$ cat config.mk
export PLATFORM = sky130hd
export DESIGN_NAME = pipe_stage_tracker
export DESIGN_NICKNAME = d
export VERILOG_FILES = /design/src/rtl/pipe_stage_tracker.sv
export SDC_FILE = /design/constraint.sdc
export NUM_CORES = 1
export LEC_CHECK = 0
export BUFFER_PORTS_ARGS = -buffer_cell sky130_fd_sc_hd__buf_2
export CAP_MARGIN = 20
export CORE_MARGIN = 4
export CORE_UTILIZATION = 47
export DETAILED_ROUTE_END_ITERATION = 6
export PLACE_DENSITY = 0.8
export SYNTH_ARGS = -nofsm -noshare
export SYNTH_HDL_FRONTEND = slang
export SYNTH_SLANG_ARGS = --single-unit
$ cat constraint.sdc
create_clock -name clk -period 0.95 [get_ports clk]
set_input_delay 0.095 -clock clk [delete_from_list [all_inputs] [get_ports clk]]
set_output_delay 0.095 -clock clk [all_outputs]
set_load 0.1 [all_outputs]
$ cat src/rtl/pipe_stage_tracker.sv
// Shadow pipeline of per-instruction control tags (valid, PC, dest reg, write enable, branch)
// for the 5-stage MIPS core; define PERF_CNT_EN to build the performance counters.
module pipe_stage_tracker #(
    parameter int unsigned REG_ADDR_W = 5,
    parameter int unsigned PC_W       = 32,
    parameter int unsigned CNT_W      = 32
) (
    input  logic                  clk,
    input  logic                  rst_n,
    input  logic                  if_rst,
    input  logic                  id_rst,
    input  logic                  exe_rst,
    input  logic                  mem_rst,
    input  logic                  wb_rst,
    input  logic                  if_en,
    input  logic                  id_en,
    input  logic                  exe_en,
    input  logic                  mem_en,
    input  logic                  wb_en,
    input  logic [PC_W-1:0]       if_pc,
    input  logic [REG_ADDR_W-1:0] id_regw_addr,
    input  logic                  id_wb_wen,
    input  logic                  id_is_branch,
    output logic                  if_valid,
    output logic                  id_valid,
    output logic                  exe_valid,
    output logic                  mem_valid,
    output logic                  wb_valid,
    output logic                  is_branch_exe,
    output logic                  is_branch_mem,
    output logic [REG_ADDR_W-1:0] regw_addr_exe,
    output logic [REG_ADDR_W-1:0] regw_addr_mem,
    output logic [REG_ADDR_W-1:0] regw_addr_wb,
    output logic                  wb_wen_exe,
    output logic                  wb_wen_mem,
    output logic                  wb_wen_wb,
    output logic [PC_W-1:0]       pc_id,
    output logic [PC_W-1:0]       pc_exe,
    output logic [PC_W-1:0]       pc_mem,
    output logic [PC_W-1:0]       pc_wb,
    input  logic                  perf_clr,
    output logic [CNT_W-1:0]      cyc_cnt,
    output logic [CNT_W-1:0]      retire_cnt,
    output logic [CNT_W-1:0]      bubble_cnt,
    output logic [CNT_W-1:0]      flush_cnt
);

    logic                  if_valid_d, if_valid_q;
    logic [PC_W-1:0]       if_pc_d, if_pc_q;
    logic                  id_valid_d, id_valid_q;
    logic [PC_W-1:0]       id_pc_d, id_pc_q;
    logic                  exe_valid_d, exe_valid_q;
    logic [PC_W-1:0]       exe_pc_d, exe_pc_q;
    logic [REG_ADDR_W-1:0] exe_regw_d, exe_regw_q;
    logic                  exe_wen_d, exe_wen_q;
    logic                  exe_br_d, exe_br_q;
    logic                  mem_valid_d, mem_valid_q;
    logic [PC_W-1:0]       mem_pc_d, mem_pc_q;
    logic [REG_ADDR_W-1:0] mem_regw_d, mem_regw_q;
    logic                  mem_wen_d, mem_wen_q;
    logic                  mem_br_d, mem_br_q;
    logic                  wb_valid_d, wb_valid_q;
    logic [PC_W-1:0]       wb_pc_d, wb_pc_q;
    logic [REG_ADDR_W-1:0] wb_regw_d, wb_regw_q;
    logic                  wb_wen_d, wb_wen_q;

    always_comb begin
        if_valid_d = if_valid_q;
        if_pc_d    = if_pc_q;
        if (if_rst) begin
            if_valid_d = 1'b0;
            if_pc_d    = '0;
        end else if (if_en) begin
            if_valid_d = 1'b1;
            if_pc_d    = if_pc;
        end
    end

    always_comb begin
        id_valid_d = id_valid_q;
        id_pc_d    = id_pc_q;
        if (id_rst) begin
            id_valid_d = 1'b0;
            id_pc_d    = '0;
        end else if (id_en) begin
            id_valid_d = if_valid_q;
            id_pc_d    = if_pc_q;
        end
    end

    // Tags are stored already masked by valid, so the feedback outputs come straight from flops.
    always_comb begin
        exe_valid_d = exe_valid_q;
        exe_pc_d    = exe_pc_q;
        exe_regw_d  = exe_regw_q;
        exe_wen_d   = exe_wen_q;
        exe_br_d    = exe_br_q;
        if (exe_rst) begin
            exe_valid_d = 1'b0;
            exe_pc_d    = '0;
            exe_regw_d  = '0;
            exe_wen_d   = 1'b0;
            exe_br_d    = 1'b0;
        end else if (exe_en) begin
            exe_valid_d = id_valid_q;
            exe_pc_d    = id_pc_q;
            exe_regw_d  = id_valid_q ? id_regw_addr : '0;
            exe_wen_d   = id_wb_wen & id_valid_q;
            exe_br_d    = id_is_branch & id_valid_q;
        end
    end

    always_comb begin
        mem_valid_d = mem_valid_q;
        mem_pc_d    = mem_pc_q;
        mem_regw_d  = mem_regw_q;
        mem_wen_d   = mem_wen_q;
        mem_br_d    = mem_br_q;
        if (mem_rst) begin
            mem_valid_d = 1'b0;
            mem_pc_d    = '0;
            mem_regw_d  = '0;
            mem_wen_d   = 1'b0;
            mem_br_d    = 1'b0;
        end else if (mem_en) begin
            mem_valid_d = exe_valid_q;
            mem_pc_d    = exe_pc_q;
            mem_regw_d  = exe_regw_q;
            mem_wen_d   = exe_wen_q;
            mem_br_d    = exe_br_q;
        end
    end

    always_comb begin
        wb_valid_d = wb_valid_q;
        wb_pc_d    = wb_pc_q;
        wb_regw_d  = wb_regw_q;
        wb_wen_d   = wb_wen_q;
        if (wb_rst) begin
            wb_valid_d = 1'b0;
            wb_pc_d    = '0;
            wb_regw_d  = '0;
            wb_wen_d   = 1'b0;
        end else if (wb_en) begin
            wb_valid_d = mem_valid_q;
            wb_pc_d    = mem_pc_q;
            wb_regw_d  = mem_regw_q;
            wb_wen_d   = mem_wen_q;
        end
    end

    always_ff @(posedge clk) begin
        if (!rst_n) begin
            if_valid_q  <= 1'b0;
            if_pc_q     <= '0;
            id_valid_q  <= 1'b0;
            id_pc_q     <= '0;
            exe_valid_q <= 1'b0;
            exe_pc_q    <= '0;
            exe_regw_q  <= '0;
            exe_wen_q   <= 1'b0;
            exe_br_q    <= 1'b0;
            mem_valid_q <= 1'b0;
            mem_pc_q    <= '0;
            mem_regw_q  <= '0;
            mem_wen_q   <= 1'b0;
            mem_br_q    <= 1'b0;
            wb_valid_q  <= 1'b0;
            wb_pc_q     <= '0;
            wb_regw_q   <= '0;
            wb_wen_q    <= 1'b0;
        end else begin
            if_valid_q  <= if_valid_d;
            if_pc_q     <= if_pc_d;
            id_valid_q  <= id_valid_d;
            id_pc_q     <= id_pc_d;
            exe_valid_q <= exe_valid_d;
            exe_pc_q    <= exe_pc_d;
            exe_regw_q  <= exe_regw_d;
            exe_wen_q   <= exe_wen_d;
            exe_br_q    <= exe_br_d;
            mem_valid_q <= mem_valid_d;
            mem_pc_q    <= mem_pc_d;
            mem_regw_q  <= mem_regw_d;
            mem_wen_q   <= mem_wen_d;
            mem_br_q    <= mem_br_d;
            wb_valid_q  <= wb_valid_d;
            wb_pc_q     <= wb_pc_d;
            wb_regw_q   <= wb_regw_d;
            wb_wen_q    <= wb_wen_d;
        end
    end

    assign if_valid      = if_valid_q;
    assign id_valid      = id_valid_q;
    assign exe_valid     = exe_valid_q;
    assign mem_valid     = mem_valid_q;
    assign wb_valid      = wb_valid_q;
    assign is_branch_exe = exe_br_q;
    assign is_branch_mem = mem_br_q;
    assign regw_addr_exe = exe_regw_q;
    assign regw_addr_mem = mem_regw_q;
    assign regw_addr_wb  = wb_regw_q;
    assign wb_wen_exe    = exe_wen_q;
    assign wb_wen_mem    = mem_wen_q;
    assign wb_wen_wb     = wb_wen_q;
    assign pc_id         = id_pc_q;
    assign pc_exe        = exe_pc_q;
    assign pc_mem        = mem_pc_q;
    assign pc_wb         = wb_pc_q;

`ifdef PERF_CNT_EN
    logic [CNT_W-1:0] cyc_cnt_q, retire_cnt_q, bubble_cnt_q, flush_cnt_q;

    always_ff @(posedge clk) begin
        if (!rst_n || perf_clr) begin
            cyc_cnt_q    <= '0;
            retire_cnt_q <= '0;
            bubble_cnt_q <= '0;
            flush_cnt_q  <= '0;
        end else begin
            cyc_cnt_q <= cyc_cnt_q + CNT_W'(1);
            if (wb_valid_q && wb_en) retire_cnt_q <= retire_cnt_q + CNT_W'(1);
            if (exe_rst && id_valid_q) bubble_cnt_q <= bubble_cnt_q + CNT_W'(1);
            if (id_rst && if_valid_q) flush_cnt_q <= flush_cnt_q + CNT_W'(1);
        end
    end

    assign cyc_cnt    = cyc_cnt_q;
    assign retire_cnt = retire_cnt_q;
    assign bubble_cnt = bubble_cnt_q;
    assign flush_cnt  = flush_cnt_q;
`else
    logic unused_perf_clr;
    assign unused_perf_clr = perf_clr;
    assign cyc_cnt         = '0;
    assign retire_cnt      = '0;
    assign bubble_cnt      = '0;
    assign flush_cnt       = '0;
`endif

endmodule

**Yosys cells after proc, flatten, opt, wreduce, memory -nomap -nowiden**

Index checks and enable logic that the tools add are counted.

- Mux-type cells: 1
- Bitwise logic cells: 3
- Reductions and logical operators: 5

Operator list:

| operator | number |
|---|---|
| $reduce_or 2->1 | 5 |
| $mux 5 | 1 |
| $and 1x1->1 | 2 |
| $not 1->1 | 1 |

- Flip-flop bits (word level): 185
- Logic and storage cells: 27

**Logic depth before layout (Yosys ltp)**

- Depth after elaboration: 2
- Depth in mapped cells: 5

**Worst setup path after synthesis**

OpenSTA, ideal clock, no wires.

- Path kind: register to register
- Start: reg id_valid_q (netlist: id_valid)
- End: reg exe_br_q (netlist: is_branch_exe)
- Setup time: 0.070 ns
- Arrival: 1.466 ns
- Data required time: 0.880 ns
- Setup slack: -0.587 ns
- Stages on the path, launching flop included: 4
- Buffers on the path: 1
- Path through: dfxtp_1 clkbuf_1 nand3_1 a21oi_1

- Longest elaborated chain between the ends: 1

RTL lines:

| element | RTL line | text |
|---|---|---|
| start: declaration | 50 | `logic id_valid_d, id_valid_q;` |
| start signal: assignment | 175 | `id_valid_q <= id_valid_d;` |
| $and 1x1->1 | 109 | `exe_br_d = id_is_branch & id_valid_q;` |
| end signal: assignment | 181 | `exe_br_q <= exe_br_d;` |
| end: declaration | 56 | `logic exe_br_d, exe_br_q;` |

Every way passes these cells.
A chain may end at the register's enable or synchronous reset.

**Worst setup path after layout**

- Start: reg exe_pc_q[4] (netlist: pc_exe[4])
- End: out pc_exe[4]

RTL lines:

| element | RTL line | text |
|---|---|---|
| start: declaration | 53 | `logic [PC_W-1:0] exe_pc_d, exe_pc_q;` |
| start signal: assignment | 178 | `exe_pc_q <= exe_pc_d;` |
| end: declaration | 38 | `output logic [PC_W-1:0] pc_exe,` |

No word-level cell between the ends.

==> flow_summary.ini <==
[outcome]
status = finished, violations left
violations = setup timing

[worst_setup_path]
worst-setup-path-type = reg -> out
cp.arrival_ps = 980
crit_fanout = 2
slowest_stage = dfxtp_4
crit_chain = buf_12
end_kind = output pin
r2r_slack_ps = -40
crit_family = flip-flops
cp_num_buf_inv = 1
start_kind = register
cp.required_ps = 850
critPathMaxStageDelay_ps = 380

[routing]
ant_nets = 0
drtIter0Drc = 308
dr.pass1.iters = 4
via_per_inst = 4.82
vias = 6429
drc = 0
post_drt_wl_per_cell_um = 20.0
postRouteWirelength_um = 26700

[floorplan]
core_area_um2 = 15800
die_x_um = 135
initial_core_util_pct = 47.6
io_pins = 333
rows = 46
design.die.area_um2 = 18100
die_h_um = 135

[logic_synthesis]
ys_types = 12
yosysTopAreaCell = dfxtp_1
ys_top_cells_by_area = dfxtp_1 (49%), mux2i_1 (23%), buf_4 (14%), nor2_1 (8.9%), nand2b_1 (1.0%)
netlist_area_um2 = 7540
synth-seq-area-share_pct = 49.1
yosysMostFrequentCell = dfxtp_1
synth_ff_type = dfxtp_1
synthDominantCellAreaShare_pct = 49.1
synth_edf_count = 0
ys_warn_count = 0
async_flop_share_pct = 0
synth_seq_cells = 185
synthCells = 740
avgSynthCellArea_um2 = 10.2
synth.cells.most_frequent = dfxtp_1 (185), nor2_1 (179), mux2i_1 (177)

[global_route]
overflow = 0
antenna_found_initial = 1
first_global_vias = 6769
track_usage_pct = 26.8
grt_max_degree = 34
grt_pass1_wl_um = 37800

[clock_network]
insertion_delay_ps = 410
h-tree-depth = 4
clock_path_buffers = 2
root_buffer = clkbuf_16
cts.sinks = 185
clk_pin_slew_ps = 70
cts_tree = yes
cts_buffers = 17

[timing]
holdWs_ps = 157
max_freq_mhz = 934
rsz0062_at_grt = true
finalClockSkew_ps = 9.59
timing_hold_violations_final = 0
drv_slew = 0
finalCritPeriodShare_pct = 113
setup_slack_ps = -121
min_period_ps = 1070
fin_setup_tns_ps = -14480
final-setup-viol-count = 158

[place]
io_buffers = 203
dp_hpwl_um = 14700
globalplace.congestion = 0.732
dpl.cell_count = 1133
place_ws_ps = 9.96

[finish]
filler_cell_count = 727
finalNetCount = 1158
regArea_um2 = 4100
multi_input_area_um2 = 3130
drive_above_1_share_pct = 49.1
area_growth_pct = 73.8
instances_no_fill = 1335
post-route-util_pct = 82.8

[run]
cap_viol_max_count = 0

[pwr]
powerDensity_nw_per_um2 = 1400
ir_worst_vdd_mv = 1.17
p_leak_nw = 5.93

[worst_hold_path]
hold_class = in -> reg
-- layout by cell type (no fill, tap or decap), types with 3 or more instances in the layout --
| cell type | Yosys | final |
|---|---|---|
| nor2_1 | 179 | 179 |
| mux2i_1 | 177 | 172 |
| buf_12 | 0 | 167 |
| buf_4 | 144 | 132 |
| conb_1 | 1 | 128 |
| dfxtp_4 | 0 | 81 |
| dfxtp_2 | 0 | 72 |
| buf_2 | 11 | 50 |
| dlygate4sd3_1 | 0 | 39 |
| dfxtp_1 | 185 | 32 |
| clkbuf_16 | 0 | 17 |
| nand2b_1 | 12 | 9 |
| a21oi_1 | 7 | 7 |
| nand3_2 | 0 | 6 |
| mux2i_2 | 0 | 5 |
| buf_6 | 3 | 4 |
| nand2b_2 | 0 | 3 |
| clkbuf_8 | 0 | 3 |
| clkinv_4 | 0 | 3 |
-- layer usage --
layer	vias up	GRT usage (%)	routed length, um
met4	0	12.4	876
li1	2884	-	-
met1	3168	27.5	9290
met2	315	50.7	14800
met5	-	0	0
met3	62	6.82	1650
-- state kept, by name, summed over array words and instances, names as in the netlist --
signal / count
id_valid: 1
regw_addr_mem: 5
wb_wen_wb: 1
wb_wen_mem: 1
if_pc_q: 32
pc_exe: 32
exe_valid: 1
wb_valid: 1
pc_wb: 32
is_branch_exe: 1
regw_addr_wb: 5
pc_id: 32
regw_addr_exe: 5
wb_wen_exe: 1
is_branch_mem: 1
mem_valid: 1
if_valid: 1
pc_mem: 32
-- worst paths after layout --
check / end / depth (start not counted) / startpoint
max: pc_exe[4] / 1 / pc_exe[4]
min: wb_wen_exe / 4 / exe_en
max reg2reg: pc_mem[4] / 3 / pc_exe[4]
min reg2reg: if_pc_q[28] / 2 / if_pc_q[28]
-- power breakdown --
part	total [mW]	internal, mW	switching [mW]
combinational	3.53	0.608	2.92
clock	7.14	4.10	3.04
sequential	7.64	7.59	0.0484
-- metrics by stage --
| stage | instance area (um2) | power, mW |
|---|---|---|
| after detailed placement | 10900 | 11.3 |
| after global placement | 10900 | 11.3 |
| final | 13100 | 18.3 |
| after floorplan | 8250 | 11.3 |
| after global routing | 13100 | 18.8 |
| after CTS | 12900 | 18.3 |
-- layout make-up --
type	instances	area share, %
Clock inverter	9	0.878
Sequential cell	185	31.3
Tap cell	216	2.06
Multi-Input combinational cell	510	23.8
Antenna cell	1	0.0191
Clock buffer	22	3.62
Timing Repair Buffer	392	38.3
-- cells by family (layout without fill, tap and decap cells) --
logic type / after synthesis / in the layout / share of synthesized area (%)
DFF: 185 / 185 / 49.1
AOI/OAI and AO/OA: 7 / 7 / 0.465
muxes: 177 / 177 / 23.5
buffers and inverters: 172 / 423 / 16.5
and+or+nand+nor: 198 / 198 / 10.4
other: 1 / 129 / 0.0497
-- timing repair --
action                                 in CTS  in global routing
buffers inserted                          111                 20
hold buffers                               39                  0
setup endpoints to repair                 153                154
pin swaps                                   0                  3
gates resized for setup                    64                 25
endpoints found under the hold margin      39                  0
Note: power is estimated with default switching activity, not from simulation.
